## config.mk

```make
export PLATFORM = sky130hd
export DESIGN_NAME = fpsu_ret_collect
export DESIGN_NICKNAME = d
export VERILOG_FILES = /design/src/rtl/fpsu_ret_pkg.sv /design/src/rtl/fpsu_ret_fifo.sv /design/src/rtl/fpsu_ret_collect.sv
export SDC_FILE = /design/constraint.sdc
export NUM_CORES = 1
export LEC_CHECK = 0
export CAP_MARGIN = 15
export CORE_UTILIZATION = 35
export CTS_BUF_LIST = sky130_fd_sc_hd__clkbuf_4
export DETAILED_ROUTE_END_ITERATION = 8
export GPL_TIMING_DRIVEN = 0
export PLACE_DENSITY_LB_ADDON = 0.12
export SLEW_MARGIN = 20
export SYNTH_ARGS = -nofsm -noshare
export SYNTH_HDL_FRONTEND = slang
export SYNTH_SLANG_ARGS = --single-unit
export TNS_END_PERCENT = 20
```

## constraint.sdc

```tcl
create_clock -name clk -period 4.85 [get_ports clk]
set_input_delay 0.7275 -clock clk [delete_from_list [all_inputs] [get_ports clk]]
set_output_delay 0.7275 -clock clk [all_outputs]
set_load 0.05 [all_outputs]
```

## src/rtl/fpsu_ret_pkg.sv

```systemverilog
// Shared types and constants for the FP add/sub retire-status collector.
package fpsu_ret_pkg;

  localparam int RET_W = 14;

  localparam int FLG_INV = 0;
  localparam int FLG_DZ  = 1;
  localparam int FLG_OF  = 2;
  localparam int FLG_UF  = 3;
  localparam int FLG_NX  = 4;

  typedef enum logic [1:0] {
    PORT_U1 = 2'd0,
    PORT_U3 = 2'd1,
    PORT_U5 = 2'd2
  } port_e;

  typedef struct packed {
    port_e            port;
    logic [RET_W-1:0] ret;
  } ret_ent_t;

endpackage

```

## src/rtl/fpsu_ret_fifo.sv

```systemverilog
// Circular buffer accepting up to three pre-compacted writes and one read per cycle.
module fpsu_ret_fifo #(
  parameter int DEPTH = 8,
  parameter int W     = 16
) (
  input  logic                       clk,
  input  logic                       rst,
  input  logic [W-1:0]               wr_data_i [3],
  input  logic [1:0]                 wr_num_i,
  input  logic                       rd_en_i,
  output logic [$clog2(DEPTH):0]     count_o,
  output logic [W-1:0]               rd_data_o
);

  localparam int AW = $clog2(DEPTH);
  localparam int CW = AW + 1;

  logic [W-1:0]  mem [DEPTH];
  logic [AW-1:0] wptr_q, wptr_d;
  logic [AW-1:0] rptr_q, rptr_d;
  logic [CW-1:0] count_q, count_d;
  logic [AW-1:0] waddr [3];

  always_comb begin
    for (int k = 0; k < 3; k++) begin
      waddr[k] = wptr_q + AW'(k);
    end
    wptr_d  = wptr_q + AW'(wr_num_i);
    rptr_d  = rptr_q + AW'(rd_en_i);
    count_d = count_q + CW'(wr_num_i) - CW'(rd_en_i);
  end

  always_ff @(posedge clk) begin
    if (rst) begin
      wptr_q  <= '0;
      rptr_q  <= '0;
      count_q <= '0;
    end else begin
      // NOTE: non-blocking so every register samples pre-edge values regardless of block order.
      wptr_q  <= wptr_d;
      rptr_q  <= rptr_d;
      count_q <= count_d;
    end
  end

  // NOTE: storage is not reset; validity is tracked by count_q, so stale contents are never visible.
  always_ff @(posedge clk) begin
    for (int k = 0; k < 3; k++) begin
      if (!rst && (2'(k) < wr_num_i)) begin
        mem[waddr[k]] <= wr_data_i[k];
      end
    end
  end

  assign count_o   = count_q;
  assign rd_data_o = (count_q != '0) ? mem[rptr_q] : '0;

endmodule

```

## src/rtl/fpsu_ret_collect.sv

```systemverilog
// Merges the three FP add/sub retire ports into one ordered, backpressured stream
// with scheduler stall, sticky IEEE flags and a sticky overflow error.
module fpsu_ret_collect #(
  parameter int DEPTH = 8,
  parameter int RET_W = 14
) (
  input  logic             clk,
  input  logic             rst,
  input  logic [RET_W-1:0] u1_ret,
  input  logic             u1_ret_en,
  input  logic [RET_W-1:0] u3_ret,
  input  logic             u3_ret_en,
  input  logic [RET_W-1:0] u5_ret,
  input  logic             u5_ret_en,
  output logic [RET_W-1:0] out_ret,
  output logic [1:0]       out_port,
  output logic             out_valid,
  input  logic             out_ready,
  output logic             stall,
  output logic [4:0]       flags,
  input  logic             flags_clr,
  output logic             ovf_err
);

  import fpsu_ret_pkg::*;

  localparam int AW = $clog2(DEPTH);
  localparam int CW = AW + 1;
  localparam int EW = RET_W + 2;

  logic [CW-1:0] count;
  logic [EW-1:0] head;
  logic [EW-1:0] ent  [3];
  logic [EW-1:0] slot [3];
  logic [2:0]    req;
  logic [1:0]    n_req, n_acc;
  logic [CW:0]   cap;
  logic          deq;
  logic [4:0]    acc_flags;
  logic [4:0]    flags_q, flags_d;
  logic          ovf_q, ovf_d;

  assign req    = {u5_ret_en, u3_ret_en, u1_ret_en};
  assign ent[0] = {2'(PORT_U1), u1_ret};
  assign ent[1] = {2'(PORT_U3), u3_ret};
  assign ent[2] = {2'(PORT_U5), u5_ret};

  assign out_valid = (count != '0);
  assign deq       = out_valid & out_ready;

  // Pack enabled entries to the front in u1, u3, u5 priority order.
  always_comb begin
    n_req = '0;
    for (int i = 0; i < 3; i++) begin
      slot[i] = '0;
    end
    for (int i = 0; i < 3; i++) begin
      if (req[i]) begin
        slot[n_req] = ent[i];
        n_req       = n_req + 2'd1;
      end
    end
  end

  // A slot freed by this cycle's dequeue is reusable in the same cycle.
  always_comb begin
    cap       = (CW+1)'(DEPTH) - {1'b0, count} + (CW+1)'(deq);
    n_acc     = ({{(CW-1){1'b0}}, n_req} > cap) ? cap[1:0] : n_req;
    acc_flags = '0;
    for (int k = 0; k < 3; k++) begin
      if (2'(k) < n_acc) begin
        acc_flags = acc_flags | slot[k][4:0];
      end
    end
    flags_d = (flags_q & ~{5{flags_clr}}) | acc_flags;
    ovf_d   = ovf_q | (n_req != n_acc);
  end

  always_ff @(posedge clk) begin
    if (rst) begin
      flags_q <= '0;
      ovf_q   <= 1'b0;
    end else begin
      flags_q <= flags_d;
      ovf_q   <= ovf_d;
    end
  end

  fpsu_ret_fifo #(
    .DEPTH (DEPTH),
    .W     (EW)
  ) u_fifo (
    .clk       (clk),
    .rst       (rst),
    .wr_data_i (slot),
    .wr_num_i  (n_acc),
    .rd_en_i   (deq),
    .count_o   (count),
    .rd_data_o (head)
  );

  assign out_ret  = head[RET_W-1:0];
  assign out_port = head[EW-1 -: 2];
  assign stall    = (count >= CW'(DEPTH - 2));
  assign flags    = flags_q;
  assign ovf_err  = ovf_q;

endmodule

```

After elaboration in Yosys (flattened, before gate mapping):

Memories as Yosys holds them, arrays and structs flattened. A register that Yosys moved wholly into a read port is not among the register bits.
Index checks and enable logic that the tools add are counted.

* register bits: 16
* RAM bits: 128
* output and inout port bits: 24
* logic and storage cells: 66
* memories: 1

Memory list
* u_fifo.mem: depth 8, width 16, read ports 1, clocked after memory_dff 1, write ports 3, line fpsu_ret_fifo.sv:18 `logic [W-1:0] mem [DEPTH];`

* add/sub/neg operators: 10
* order comparisons: 9
* eq/ne operators: 1
* muxes and demuxes: 24
* bitwise logic cells: 9
* reduce and logical (&&, ||, !) cells: 7

Operators by type and width (number)
* bitwise mux 48 bit: 2
* 2-to-1 mux 48 bit: 2
* demux 16 bit (select 2 bit): 2
* 2-to-1 mux 16 bit: 3
* 2-to-1 mux 5 bit: 3
* OR 5 bit: 3
* 2-to-1 mux 14 bit: 1
* 2-to-1 mux 1 bit: 7
* >= comparator 3 bit (second input constant): 2
* less-than comparator 3 x 1 -> 1 bit (second input constant): 2
* 2-to-1 mux 2 bit: 3
* inverter 2 -> 3 bit: 2
* adder 5 x 1 -> 5 bit: 1
* AND 5 bit: 1
* greater-than comparator 2 x 5 -> 1 bit: 1
* logical AND 1 bit: 5
* inverter 5 bit: 1
* subtractor 4 x 4 -> 5 bit (first input constant): 1
* adder 2 x 1 -> 2 bit (second input constant): 2
* adder 4 x 2 -> 4 bit: 1
* >= comparator 4 x 3 -> 1 bit (second input constant): 1
* less-than comparator 1 x 2 -> 1 bit (first input constant): 2
* nonzero test 4 bit: 1
* subtractor 4 x 1 -> 4 bit: 1
* 10 further kinds: 10

Logic depth before layout (Yosys ltp):

* depth after elaboration: 16
* depth in mapped cells: 24
* gate-level depth less buffers: 20

Modules after synthesis:

Synthesis repeated with hierarchy kept, for this count alone.

* cells, all modules: 1158
* area, all modules: 9796.9 µm²

By module, submodules not included
* fpsu_ret_fifo: times used 1, cells each 995, area an instance 8677.1 µm², sequential area each 4043.9 µm²
* fpsu_ret_collect: times used 1, cells each 163, area an instance 1119.8 µm², sequential area each 120.1 µm²

Worst setup path before layout:

No wires, ideal clock.

* kind: reg-to-reg
* start: register u_fifo.count_q[2], in the netlist u_fifo.count_o[2]
* end: memory u_fifo.mem[6][0] (enable)
* library setup time: 0.411 ns
* data arrival time: 4.619 ns
* path slack: -0.180 ns
* cell stages (with the launch flop): 20
* buffers on the path: 3
* cell sequence: dfxtp_1 > inv_1 > ha_1 > and3_1 > clkbuf_1 > inv_1 > nand2_1 > ha_1 > inv_1 > ha_1 > inv_1 > ha_1 > nor2b_1 > o21ai_2 > a221oi_2 > buf_6 > buf_6 > mux2_2 > nand2_1 > o21ai_0

RTL lines
* start: declaration: line fpsu_ret_fifo.sv:21 `logic [CW-1:0] count_q, count_d;`
* start signal: assignment: line fpsu_ret_fifo.sv:42 `count_q <= count_d;`
* end: declaration: line fpsu_ret_fifo.sv:18

==> summary.txt <==
Worst setup path
  • R2r endpoint: u_fifo.mem[6][7]$_DFFE_PP_
  • Cell count of the worst reg-to-reg path: 20
  • Critical Path Start Type: register
  • Critical path's top delay family: buffers and inverters
  • Critical R2R Launch: u_fifo.count_o[2]$_SDFF_PP0_
  • Largest stage delay, worst path: 0.47 ns
  • Crit path capture type: register
  • Critical path buffer and inverter count: 8
  • Crit Path Max Fanout: 10
  • R2R Setup Slk: 0.23 ns
  • Crit-path slowest cell: mux2i_4
  • Required @ worst endpoint: 5.15 ns
  • WP data arrival: 4.92 ns
  • Crit path kind: reg2reg
  • Cell depth of the worst setup path: 20
  • Critical path, cell by cell: inv_1, ha_1, and3_4, inv_1, nand2_1, ha_1, inv_1, ha_1, inv_1, ha_1, nor2b_1, o21ai_2, a221oi_4, buf_12, buf_12, mux2i_4, buf_4, nor2_1, o21ai_4, buf_6

Logic synthesis
  • Avg Inst Size Synth: 10.7 sq um
  • Post-Synthesis Cells: 916
  • Top post-synthesis cells by count: mux2i_1 (129), edfxtp_1 (128), nand2_1 (112)
  • Fraction of the yosys area taken by sequential cells: 42.6%
  • Register bit total from synthesis: 144
  • Cell variety after synth: 50
  • Post-synth EDFFs: 128
  • Post-synth ARST share: 0%
  • Syn nets: 986
  • Synth top area share: 39.3%
  • Ranking of synthesized cells by area: edfxtp_1 (39%), mux2i_1 (13%), mux4_2 (7.4%)
  • Most frequent cell after synthesis: mux2i_1
  • Largest area contributor in the netlist: edfxtp_1
  • Yosys warns: 0
  • Area of the mapped netlist: 0.00979 sq mm
  • Synth Flop Type: edfxtp_1

Timing
  • Max Slew Vio Count: 0
  • FMAX: 216 MHz
  • Hold Fails Final Rpt: 0
  • Worst Max-Slew Pin Slew: 1.13 ns
  • Share of the clock period used by the worst path: 95.3%
  • Headroom to the max-slew limit: 24.0%
  • Worst Slack Setup Final: 0.229 ns
  • Hold Slack: 0.514 ns
  • Unrepaired setup endpoints after global routing: yes
  • Final setup vio count: 0
  • Final critical-path required period: 4.62 ns
  • Worst Skew: 0.0302 ns

Clock tree
  • CTS max path bufs: 2
  • Clk slew on worst S/H paths: 0.16 ns
  • Clk sinks: 144
  • CTS buffer count: 17
  • H-tree depth: 4
  • Hold buffer count at cts: 0
  • Clk Latency, worst-skew pair: 0.59 ns
  • CTS root buf: clkbuf_4
  • TritonCTS clock tree: done

Global routing
  • Antenna violations before repair: 1
  • Largest net degree at the start of global routing: 17
  • Vias in the first global route: 7543
  • Global-route wire length before repair: 46.6 mm
  • Total gr overflow: 0
  • Overall Global Routing Usage: 22.0%

Floorplan
  • Die ar.: 0.0286 sq mm
  • Starting Density: 36.0%
  • Io pins: 73
  • Num rows: 60
  • Die Height: 169 um
  • Core Area: 0.0272 sq mm
  • Chip width: 169 um

Placement
  • Placed cells: 1366
  • GP Congestion: 0.872
  • Final HPWL from detailed placement: 23.4 mm
  • Port Buf Inserts: 72
  • Pre-CTS WS: -1.03 ns

Power and ir drop
  • Clk pwr share: 14.7%
  • Peak VDD IR: 0.000284 V
  • Sw Ratio: 43.3%
  • Lkg Pwr: 3.68 nW
  • Total power: 5.94 mW
  • Int Pwr: 3.37 mW
  • Net Sw Power: 2.57 mW
  • Pwr/cell area: 515 mW/mm^2
  • Combinational power share: 53.4%
  • Sequential power share: 31.8%

Worst hold path
  • Beginning of the worst hold path: ovf_err$_SDFF_PP0_
  • Hold Path End: ovf_err$_SDFF_PP0_
  • Hold Path Stages: 2
  • Hold WC Path Type: reg2reg

Detailed routing
  • DR iter-0 viols: 629
  • Drt via density: 5.41
  • Routed wire length: 30.8 mm
  • Via count: 7604
  • Remaining DRCs: 0
  • Drt pass-1 iters: 4
  • Per-cell routed wire length: 21.9 um
  • Routed Antenna Nets: 0

Run status
  • Status: completed

Finish
  • Synthesis-to-layout area growth: 17.8%
  • Fillers: 2682
  • Layout cells sized above 1: 15.9%
  • Fin util: 42.4%
  • Fin cells: 1405
  • Final nets: 1089

Flow run
  • Max Cap Viol: 0
-- through the flow --
stage	setup TNS, ns	instance area (sq um)
floorplan	-11.00	9790
global placement	-216.22	11000
detailed placement	-112.55	11100
CTS	-0.365	11400
global route	-0.178	11500
finish	0	11500
-- final cells by class --
type	instances	area [sq um]	area share [%]
Clock buffer	17	128	1.11
Timing Repair Buffer	85	862	7.48
Tap cell	372	465	4.04
Inverter	18	67.6	0.586
Sequential cell	144	4160	36.1
Antenna cell	1	2.50	0.0217
Buffer	84	417	3.62
Clock inverter	15	185	1.61
Multi-Input combinational cell	669	5230	45.4
-- cells by family after synthesis --
logic type                 after synthesis  synth area share (%)
DFF                                    144                  42.6
muxes                                  207                  27.0
xor gates and xnor gates                10                 0.895
adders and majority gates               21                  2.84
buffers and inverters                  103                  4.76
AOI/OAI and AO/OA                      184                  11.0
and+or+nand+nor                        247                  11.0
-- cell usage in the layout, fill, tap and decap left out, types with 19 or more instances in the layout --
cell type        instances
edfxtp_1               128
mux2i_1                124
nand2_1                112
o21ai_0                 82
clkdlybuf4s50_1         72
nor2_1                  70
clkbuf_1                46
a21oi_1                 39
mux4_2                  32
mux2_2                  30
ha_1                    19
-- tightest hold or removal path, stage by stage (launching register included) --
cell	delay, ns
dfxtp_1	0.38
a21oi_1	0.05
nor2_1	0.07
-- registers in the layout, indices dropped and copies added, names as in the netlist --
signal          flops
ovf_err             1
u_fifo.count_o      4
u_fifo.wptr_q       3
flags               5
u_fifo.mem        128
u_fifo.rptr_q       3
-- timing repair --
action / 4_1_cts / 5_1_grt
resized for setup: 13 / 10
pin swaps: 1 / 1
setup buffers: 1 / 6
setup endpoints to repair: 217 / 152
-- how the worst max path moves through the flow --
stage                                            start                     endpoint  slack, ns
after floorplan           u_fifo.count_o[2]$_SDFF_PP0_   u_fifo.mem[6][0]$_DFFE_PP_      -0.18
after global placement                       u1_ret_en  u_fifo.mem[6][11]$_DFFE_PP_      -2.12
after detailed placement                     u1_ret_en  u_fifo.mem[0][10]$_DFFE_PP_      -1.03
after CTS                 u_fifo.count_o[2]$_SDFF_PP0_   u_fifo.mem[5][7]$_DFFE_PP_      -0.05
after global routing      u_fifo.count_o[3]$_SDFF_PP0_   u_fifo.mem[7][7]$_DFFE_PP_      -0.03
final                     u_fifo.count_o[2]$_SDFF_PP0_   u_fifo.mem[6][7]$_DFFE_PP_       0.23
-- metal layers --
| layer | vias to the layer above | share of wire, % | GRT usage, % |
|---|---|---|---|
| li1 | 3595 | - | - |
| met1 | 3667 | 48 | 31.8 |
| met2 | 299 | 44 | 34.2 |
| met3 | 43 | 5.7 | 3.06 |
| met4 | 0 | 1.9 | 6.54 |
| met5 | - | 0 | 0 |
-- power by group through the flow --
stage / combinational, mW / sequential (mW) / clock, mW
after global placement: 2.97 / 1.93 / 0
final: 3.17 / 1.89 / 0.876
after detailed placement: 3.02 / 1.92 / 0
after global routing: 3.39 / 1.93 / 0.926
after CTS: 3.08 / 1.89 / 0.884
after floorplan: 2.06 / 1.93 / 0
No activity file was read; power rests on OpenSTA's default activity.
